File: src/rtl/sap_controller_sequencer_if.sv
// Control-sequencer bus: IR opcode and ALU flags in, ring state and control word out.
// The sequencer takes the master side; the datapath (or a bench) takes the slave side.
interface sap_controller_sequencer_if #(
  parameter int OP_W = 4
);
  logic [OP_W-1:0] opcode;
  logic            flag_z;
  logic            flag_c;
  logic [5:0]      t_state;
  logic            pc_clr_n;
  logic            cp;
  logic            ep;
  logic            lp;
  logic            lm;
  logic            ce;
  logic            li;
  logic            ei;
  logic            la;
  logic            ea;
  logic            lb;
  logic            su;
  logic            eu;
  logic            lo;
  logic            hlt;

  modport master (
    input  opcode, flag_z, flag_c,
    output t_state, pc_clr_n, cp, ep, lp, lm, ce, li, ei, la, ea, lb, su, eu, lo, hlt
  );

  modport slave (
    output opcode, flag_z, flag_c,
    input  t_state, pc_clr_n, cp, ep, lp, lm, ce, li, ei, la, ea, lb, su, eu, lo, hlt
  );
endinterface

File: src/rtl/sap_controller_sequencer.sv
// SAP-style control sequencer: T1..T6 ring plus RESET/HALT, decoding the
// current T-state, opcode and ALU flags into the datapath control word.
module sap_controller_sequencer #(
  parameter int OP_W      = 4,
  parameter int SKIP_IDLE = 0
) (
  input  logic                        clk,
  input  logic                        rst_n,
  sap_controller_sequencer_if.master  bus
);

  typedef enum logic [2:0] {
    S_RESET,
    S_T1,
    S_T2,
    S_T3,
    S_T4,
    S_T5,
    S_T6,
    S_HALT
  } state_t;

  localparam logic [OP_W-1:0] OP_LDA = OP_W'(4'b0000);
  localparam logic [OP_W-1:0] OP_ADD = OP_W'(4'b0001);
  localparam logic [OP_W-1:0] OP_SUB = OP_W'(4'b0010);
  localparam logic [OP_W-1:0] OP_JMP = OP_W'(4'b0011);
  localparam logic [OP_W-1:0] OP_JZ  = OP_W'(4'b0100);
  localparam logic [OP_W-1:0] OP_JC  = OP_W'(4'b0101);
  localparam logic [OP_W-1:0] OP_OUT = OP_W'(4'b1110);
  localparam logic [OP_W-1:0] OP_HLT = OP_W'(4'b1111);

  localparam bit SKIP = (SKIP_IDLE != 0);

  state_t state;
  state_t state_next;

  always_ff @(posedge clk or negedge rst_n) begin
    if (!rst_n) state <= S_RESET;
    else        state <= state_next;
  end

  // Opcode and flags are never latched: the IR holds them stable, so decode is purely combinational.
  always_comb begin
    state_next   = state;
    bus.t_state  = 6'b000000;
    bus.pc_clr_n = 1'b1;
    bus.cp       = 1'b0;
    bus.ep       = 1'b0;
    bus.lp       = 1'b0;
    bus.lm       = 1'b0;
    bus.ce       = 1'b0;
    bus.li       = 1'b0;
    bus.ei       = 1'b0;
    bus.la       = 1'b0;
    bus.ea       = 1'b0;
    bus.lb       = 1'b0;
    bus.su       = 1'b0;
    bus.eu       = 1'b0;
    bus.lo       = 1'b0;
    bus.hlt      = 1'b0;

    unique case (state)
      S_RESET: begin
        bus.pc_clr_n = 1'b0;
        state_next   = S_T1;
      end
      S_T1: begin
        bus.t_state = 6'b000001;
        bus.ep      = 1'b1;
        bus.lm      = 1'b1;
        state_next  = S_T2;
      end
      S_T2: begin
        bus.t_state = 6'b000010;
        bus.cp      = 1'b1;
        state_next  = S_T3;
      end
      S_T3: begin
        bus.t_state = 6'b000100;
        bus.ce      = 1'b1;
        bus.li      = 1'b1;
        state_next  = S_T4;
      end
      S_T4: begin
        bus.t_state = 6'b001000;
        state_next  = SKIP ? S_T1 : S_T5;
        case (bus.opcode)
          OP_LDA, OP_ADD, OP_SUB: begin
            bus.ei     = 1'b1;
            bus.lm     = 1'b1;
            state_next = S_T5;
          end
          OP_JMP: begin
            bus.ei = 1'b1;
            bus.lp = 1'b1;
          end
          OP_JZ: begin
            bus.ei = bus.flag_z;
            bus.lp = bus.flag_z;
          end
          OP_JC: begin
            bus.ei = bus.flag_c;
            bus.lp = bus.flag_c;
          end
          OP_OUT: begin
            bus.ea = 1'b1;
            bus.lo = 1'b1;
          end
          OP_HLT: begin
            bus.hlt    = 1'b1;
            state_next = S_HALT;
          end
          default: ;
        endcase
      end
      S_T5: begin
        bus.t_state = 6'b010000;
        state_next  = S_T6;
        case (bus.opcode)
          OP_LDA: begin
            bus.ce     = 1'b1;
            bus.la     = 1'b1;
            state_next = SKIP ? S_T1 : S_T6;
          end
          OP_ADD, OP_SUB: begin
            bus.ce = 1'b1;
            bus.lb = 1'b1;
          end
          default: ;
        endcase
      end
      S_T6: begin
        bus.t_state = 6'b100000;
        state_next  = S_T1;
        if (bus.opcode == OP_ADD || bus.opcode == OP_SUB) begin
          bus.eu = 1'b1;
          bus.la = 1'b1;
          bus.su = (bus.opcode == OP_SUB);
        end
      end
      S_HALT: begin
        bus.hlt    = 1'b1;
        state_next = S_HALT;
      end
      default: state_next = S_RESET;
    endcase
  end

endmodule

File: src/flat_wrapper.sv
// flat-port wrapper written by rule: the top's interface ports become plain ports
module sap_controller_sequencer_flat 
#(
  parameter int OP_W      = 4,
  parameter int SKIP_IDLE = 0
)
  (clk, rst_n, bus_opcode, bus_flag_z, bus_flag_c, bus_t_state, bus_pc_clr_n, bus_cp, bus_ep, bus_lp, bus_lm, bus_ce, bus_li, bus_ei, bus_la, bus_ea, bus_lb, bus_su, bus_eu, bus_lo, bus_hlt);
  sap_controller_sequencer_if #(.OP_W(OP_W)) bus_i ();
  input  logic clk;
  input  logic rst_n;
  input wire logic [$bits(bus_i.opcode)-1:0] bus_opcode;
  input wire logic [$bits(bus_i.flag_z)-1:0] bus_flag_z;
  input wire logic [$bits(bus_i.flag_c)-1:0] bus_flag_c;
  output wire logic [$bits(bus_i.t_state)-1:0] bus_t_state;
  output wire logic [$bits(bus_i.pc_clr_n)-1:0] bus_pc_clr_n;
  output wire logic [$bits(bus_i.cp)-1:0] bus_cp;
  output wire logic [$bits(bus_i.ep)-1:0] bus_ep;
  output wire logic [$bits(bus_i.lp)-1:0] bus_lp;
  output wire logic [$bits(bus_i.lm)-1:0] bus_lm;
  output wire logic [$bits(bus_i.ce)-1:0] bus_ce;
  output wire logic [$bits(bus_i.li)-1:0] bus_li;
  output wire logic [$bits(bus_i.ei)-1:0] bus_ei;
  output wire logic [$bits(bus_i.la)-1:0] bus_la;
  output wire logic [$bits(bus_i.ea)-1:0] bus_ea;
  output wire logic [$bits(bus_i.lb)-1:0] bus_lb;
  output wire logic [$bits(bus_i.su)-1:0] bus_su;
  output wire logic [$bits(bus_i.eu)-1:0] bus_eu;
  output wire logic [$bits(bus_i.lo)-1:0] bus_lo;
  output wire logic [$bits(bus_i.hlt)-1:0] bus_hlt;
  assign bus_i.opcode = bus_opcode;
  assign bus_i.flag_z = bus_flag_z;
  assign bus_i.flag_c = bus_flag_c;
  assign bus_t_state = bus_i.t_state;
  assign bus_pc_clr_n = bus_i.pc_clr_n;
  assign bus_cp = bus_i.cp;
  assign bus_ep = bus_i.ep;
  assign bus_lp = bus_i.lp;
  assign bus_lm = bus_i.lm;
  assign bus_ce = bus_i.ce;
  assign bus_li = bus_i.li;
  assign bus_ei = bus_i.ei;
  assign bus_la = bus_i.la;
  assign bus_ea = bus_i.ea;
  assign bus_lb = bus_i.lb;
  assign bus_su = bus_i.su;
  assign bus_eu = bus_i.eu;
  assign bus_lo = bus_i.lo;
  assign bus_hlt = bus_i.hlt;
  sap_controller_sequencer #(.OP_W(OP_W), .SKIP_IDLE(SKIP_IDLE)) u_core (.clk(clk), .rst_n(rst_n), .bus(bus_i));
endmodule
File: config.mk
export PLATFORM = sky130hd
export DESIGN_NAME = sap_controller_sequencer_flat
export DESIGN_NICKNAME = d
export VERILOG_FILES = /design/src/rtl/sap_controller_sequencer_if.sv /design/src/rtl/sap_controller_sequencer.sv /design/src/flat_wrapper.sv
export SDC_FILE = /design/constraint.sdc
export NUM_CORES = 1
export LEC_CHECK = 0
export CAP_MARGIN = 30
export CORE_AREA = 10 10 51 57
export DETAILED_ROUTE_END_ITERATION = 6
export DIE_AREA = 0 0 61 67
export SLEW_MARGIN = 20
export SYNTH_ARGS = -nofsm -noshare
export SYNTH_HDL_FRONTEND = slang
export SYNTH_SLANG_ARGS = --single-unit
File: constraint.sdc
create_clock -name clk -period 1.7 [get_ports clk]
set_clock_uncertainty 0.2 [all_clocks]
set_input_delay 0.34 -clock clk [delete_from_list [all_inputs] [get_ports clk]]
set_output_delay 0.34 -clock clk [all_outputs]
set_load 0.01 [all_outputs]
* Word-level counts from Yosys, hierarchy flattened *
Cells that the tools add are included.

word-level totals
  output and inout port bits = 21
  flip-flop bits (word level) = 3

operators by class
  reductions and logical operators = 7
  eq/ne operators = 14
  multiplexer cells = 26

operator list
  cell                                                                    count
  6-bit one-hot mux with 6 select lines                                   1
  3-bit one-hot mux with 7 select lines                                   1
  1-bit 2-to-1 mux                                                        17
  3-bit equality test (second input constant)                             4
  4-bit by 2-bit equality test with 1-bit output (second input constant)  2
  4-bit by 3-bit equality test with 1-bit output (second input constant)  2
  4-bit equality test (second input constant)                             2
  1-bit one-hot mux with 2 select lines                                   4
  3-bit by 2-bit equality test with 1-bit output (second input constant)  2
  1-bit one-hot mux with 3 select lines                                   2
  4-bit by 1-bit equality test with 1-bit output (second input constant)  1
  4-bit logical NOT                                                       1
  2-bit OR reduction                                                      2
  4-bit OR reduction                                                      1
  3-bit by 1-bit equality test with 1-bit output (second input constant)  1
  3-bit logical NOT                                                       1
  3-bit OR reduction                                                      1
  2-bit 2-to-1 mux                                                        1
  1-bit logical OR                                                        1

* Logic depth before layout (Yosys ltp) *
  depth after elaboration = 4
  gate-level depth with buffers = 5
  gate-level depth less buffers = 3

* Worst setup path after synthesis *
Ideal clock, no wire load.

  path type = reg-to-output
  start = register u_core.state[1]
  end = output port bus_lo
  data arrival time = 1.198 ns
  required time = 1.160 ns
  cell stages (with the launch flop) = 5
  setup slack = -0.038 ns
  cells stage by stage = dfrtp_1 -> and2b_4 -> nand2b_4 -> nor4b_4 -> buf_4

between the ends
  cells in the longest elaborated chain, start to end = 2

ends and longest elaborated chain
  item                    RTL line                        text
  from (decl)             sap_controller_sequencer.sv:34  state_t state;
  from (signal assigned)  sap_controller_sequencer.sv:39  else state <= state_next;
  3-bit equality test     n/a
  1-bit 2-to-1 mux        n/a
  to (decl)               flat_wrapper.sv:28              output wire logic [$bits(bus_i.lo)-1:0] bus_lo;

Every way passes these cells.

* Worst setup path in the final report *
  start = register u_core.state[1]
  end = output port bus_lm

between the ends
  cells in the longest elaborated chain, start to end = 2
  elaborated cells between the ends (all ways) = 3

ends and longest elaborated chain
  item                                                                                          RTL line                        text
  3-bit equality test / 3-bit by 1-bit equality test with 1-bit output (equally long branches)  sap_controller_sequencer.sv:62  unique case (state)
  1-bit one-hot mux with 2 select lines (*)                                                     sap_controller_sequencer.sv:62
  to (decl)                                                                                     flat_wrapper.sv:19              output wire logic [$bits(bus_i.lm)-1:0] bus_lm;

Mark *: on every way between the ends. The rest lies on a longest branch, timed or not.

==> impl_metrics.tcl <==
set metrics [dict create \
    cp_max_fo 4 \
    violations "setup timing" \
    drt-total-wl_mm 1.75 \
    track_usage 0.0777 \
    synth_cells 53 \
    maxCapViolations 0 \
    synth_top_area_frac 0.181 \
    final_max_slew_viol_count 0 \
    dieArea_sq_um 4090 \
    clock_latency_ns 0.23 \
    crit_buf_inv 2 \
    post-route-util 0.515 \
    dp_hpwl_mm 1.22 \
    arrival_ns 1.41 \
    drive_gt1_frac 0.670 \
    final_common_cell "buf_4" \
    crit_family "flip-flops" \
    vias_per_cell 4.57 \
    outcome "complete, but fails checks" \
    grt_pass1_wl_mm 2.48 \
    drt_iter0_markers 9 \
    fin_crit_sh 1.15 \
    cts_hold_buf 0 \
    timing.fmax_mhz 512 \
    hold_class "in2async" \
    firstDrtPassIters 2 \
    slowest_delay_ns 0.37 \
    row_count 16 \
    ys_seq_area_frac 0.181 \
    antenna_found_initial 0 \
    core-area_sq_um 1760 \
    setup_viol_count_final 21 \
    die_h_um 67 \
    critical_path_depth 5 \
    synth_top_area_cell "dfrtp_1" \
    clock_path_buffers 2 \
    via_count 567 \
    final_antenna_net_count 0 \
    cts.sinks 3 \
    p_leak_uw 0.000500 \
    diodes 0 \
    worstMarginPinSlew_ns 0.261 \
    vdd_drop_max_mv 0.918 \
    cts_made_buffers 3 \
    r2r_cells 4 \
    worstPathCellList "and2b_4, nand2b_4, buf_4, o21bai_1, buf_2" \
    clk_pin_slew_worst_paths_ns 0.04 \
    grt_max_degree 9 \
    rsz0062_at_grt "yes" \
    ys_ff_latch 3 \
    synth_cell_types 26 \
    fin_nets 115 \
    syn_area_sq_um 415 \
    path_class "reg2out" \
    area_growth_pct 118 \
    worst_slack_ns -0.254 \
    initial_utilization 0.236 \
    min_period_ns 1.95 \
    yosys-top-cells-area "dfrtp_1 18%, buf_4 9.0%, nand2_1 8.1%" \
    relSlewSlack 0.825 \
    drt-wirelength-per-cell_um 14.1 \
    io_pins 29 \
    worstPathRequired_ns 1.16 \
    critPathSlowestCell "dfrtp_1" \
    final_cell_mix "21 x buf_4, 16 x buf_2, 11 x buf_6" \
    hold_viol_final 0 \
    die_w_um 61 \
    final.setup.tns_ns -3.31 \
    avgSynthCellArea_sq_um 7.84 \
    cts_tree "done" \
    cts-root-buf "clkbuf_4" \
    first_global_vias 565 \
    grt_overflow_total 0 \
    worstSetupEndpointType "output pin" \
    powerDensity_nw_per_um2 1580 \
    startpoint_type "flip-flop" \
    synth_warnings 0 \
    drc 0 \
    place.port_buffers 28 \
    place_congestion 0.732 \
    synthesis.nets 61 \
    htree_levels 1 \
]
## path summary, 6_finish.rpt
| check | slack [ns] | end | from |
|---|---|---|---|
| max | -0.25 | bus_lm | u_core.state[1] |
| min | 0.08 | u_core.state[1] | rst_n |
| max reg2reg | 0.35 | u_core.state[1] | u_core.state[0] |
| min reg2reg | 0.43 | u_core.state[0] | u_core.state[0] |
| max in group asynchronous | 1.05 | u_core.state[0] | rst_n |
| min in group clk | 0.43 | u_core.state[0] | u_core.state[0] |
## layout make-up
type	instances	area, sq um
Fill cell	179	855
Sequential cell	3	76.3
Inverter	3	11.3
Clock buffer	4	26.3
Timing Repair Buffer	56	432
Tap cell	18	22.5
Multi-Input combinational cell	40	339
## cells by family (layout without fill, tap and decap cells)
group	Yosys count	in the layout	share of synthesized area
AOI/OAI and AO/OA	8	8	0.151
DFF	3	3	0.181
muxes	1	1	0.0241
xor gates and xnor gates	2	2	0.0422
and+or+nand+nor	29	29	0.461
buffers and inverters	10	63	0.142
## routing by layer
metal	vias up	routed length [um]	global-route usage
met3	0	132	0.0380
met5	-	0	0
met4	0	0	0.0165
li1	284	-	-
met1	262	714	0.0825
met2	21	903	0.134
## worst reg2reg max path: stages (launching register included)
cell and delay (ns):
dfrtp_2 0.43, buf_4 0.15, buf_4 0.13, xor2_1 0.13, o22a_1 0.19
## power breakdown
part           switching (uW)  internal [uW]  leakage (uW)
Sequential               40.8            113     0.0000333
Combinational             487            667      0.000452
Clock                    37.6           87.9     0.0000150
## cell usage after synthesis, drive strengths merged
cell    n
a21o    1
and2b   1
and3b   2
buf     7
dfrtp   3
inv     3
mux2i   1
nand2   9
nand2b  3
nand3   1
nor2    4
nor3    4
nor3b   2
nor4b   1
o21a    1
o21bai  2
o22a    2
o22ai   1
o41ai   1
or2     1
or3     1
xor2    2
## metrics by stage
| stage | total power, uW | worst slack [ns] | std cells | area [sq um] | hold WS (ns) |
|---|---|---|---|---|---|
| after floorplan | 595 | -0.0383 | 53 | 415 | -0.156 |
| after global placement | 1060 | -0.861 | 110 | 806 | 0.330 |
| after detailed placement | 1080 | -0.852 | 110 | 806 | 0.335 |
| after CTS | 1280 | -0.254 | 119 | 842 | 0.0815 |
| after global routing | 1540 | -0.317 | 124 | 907 | 0.0805 |
| final | 1430 | -0.254 | 124 | 907 | 0.0846 |
## repair_timing
action | in CTS | in global routing
buffers inserted | 5 | 5
endpoints found under the hold margin | 0 | 0
pin swaps | 12 | 2
resized for setup | 108 | 8
setup endpoints to repair | 21 | 21
(Power assumes the default switching activity.)
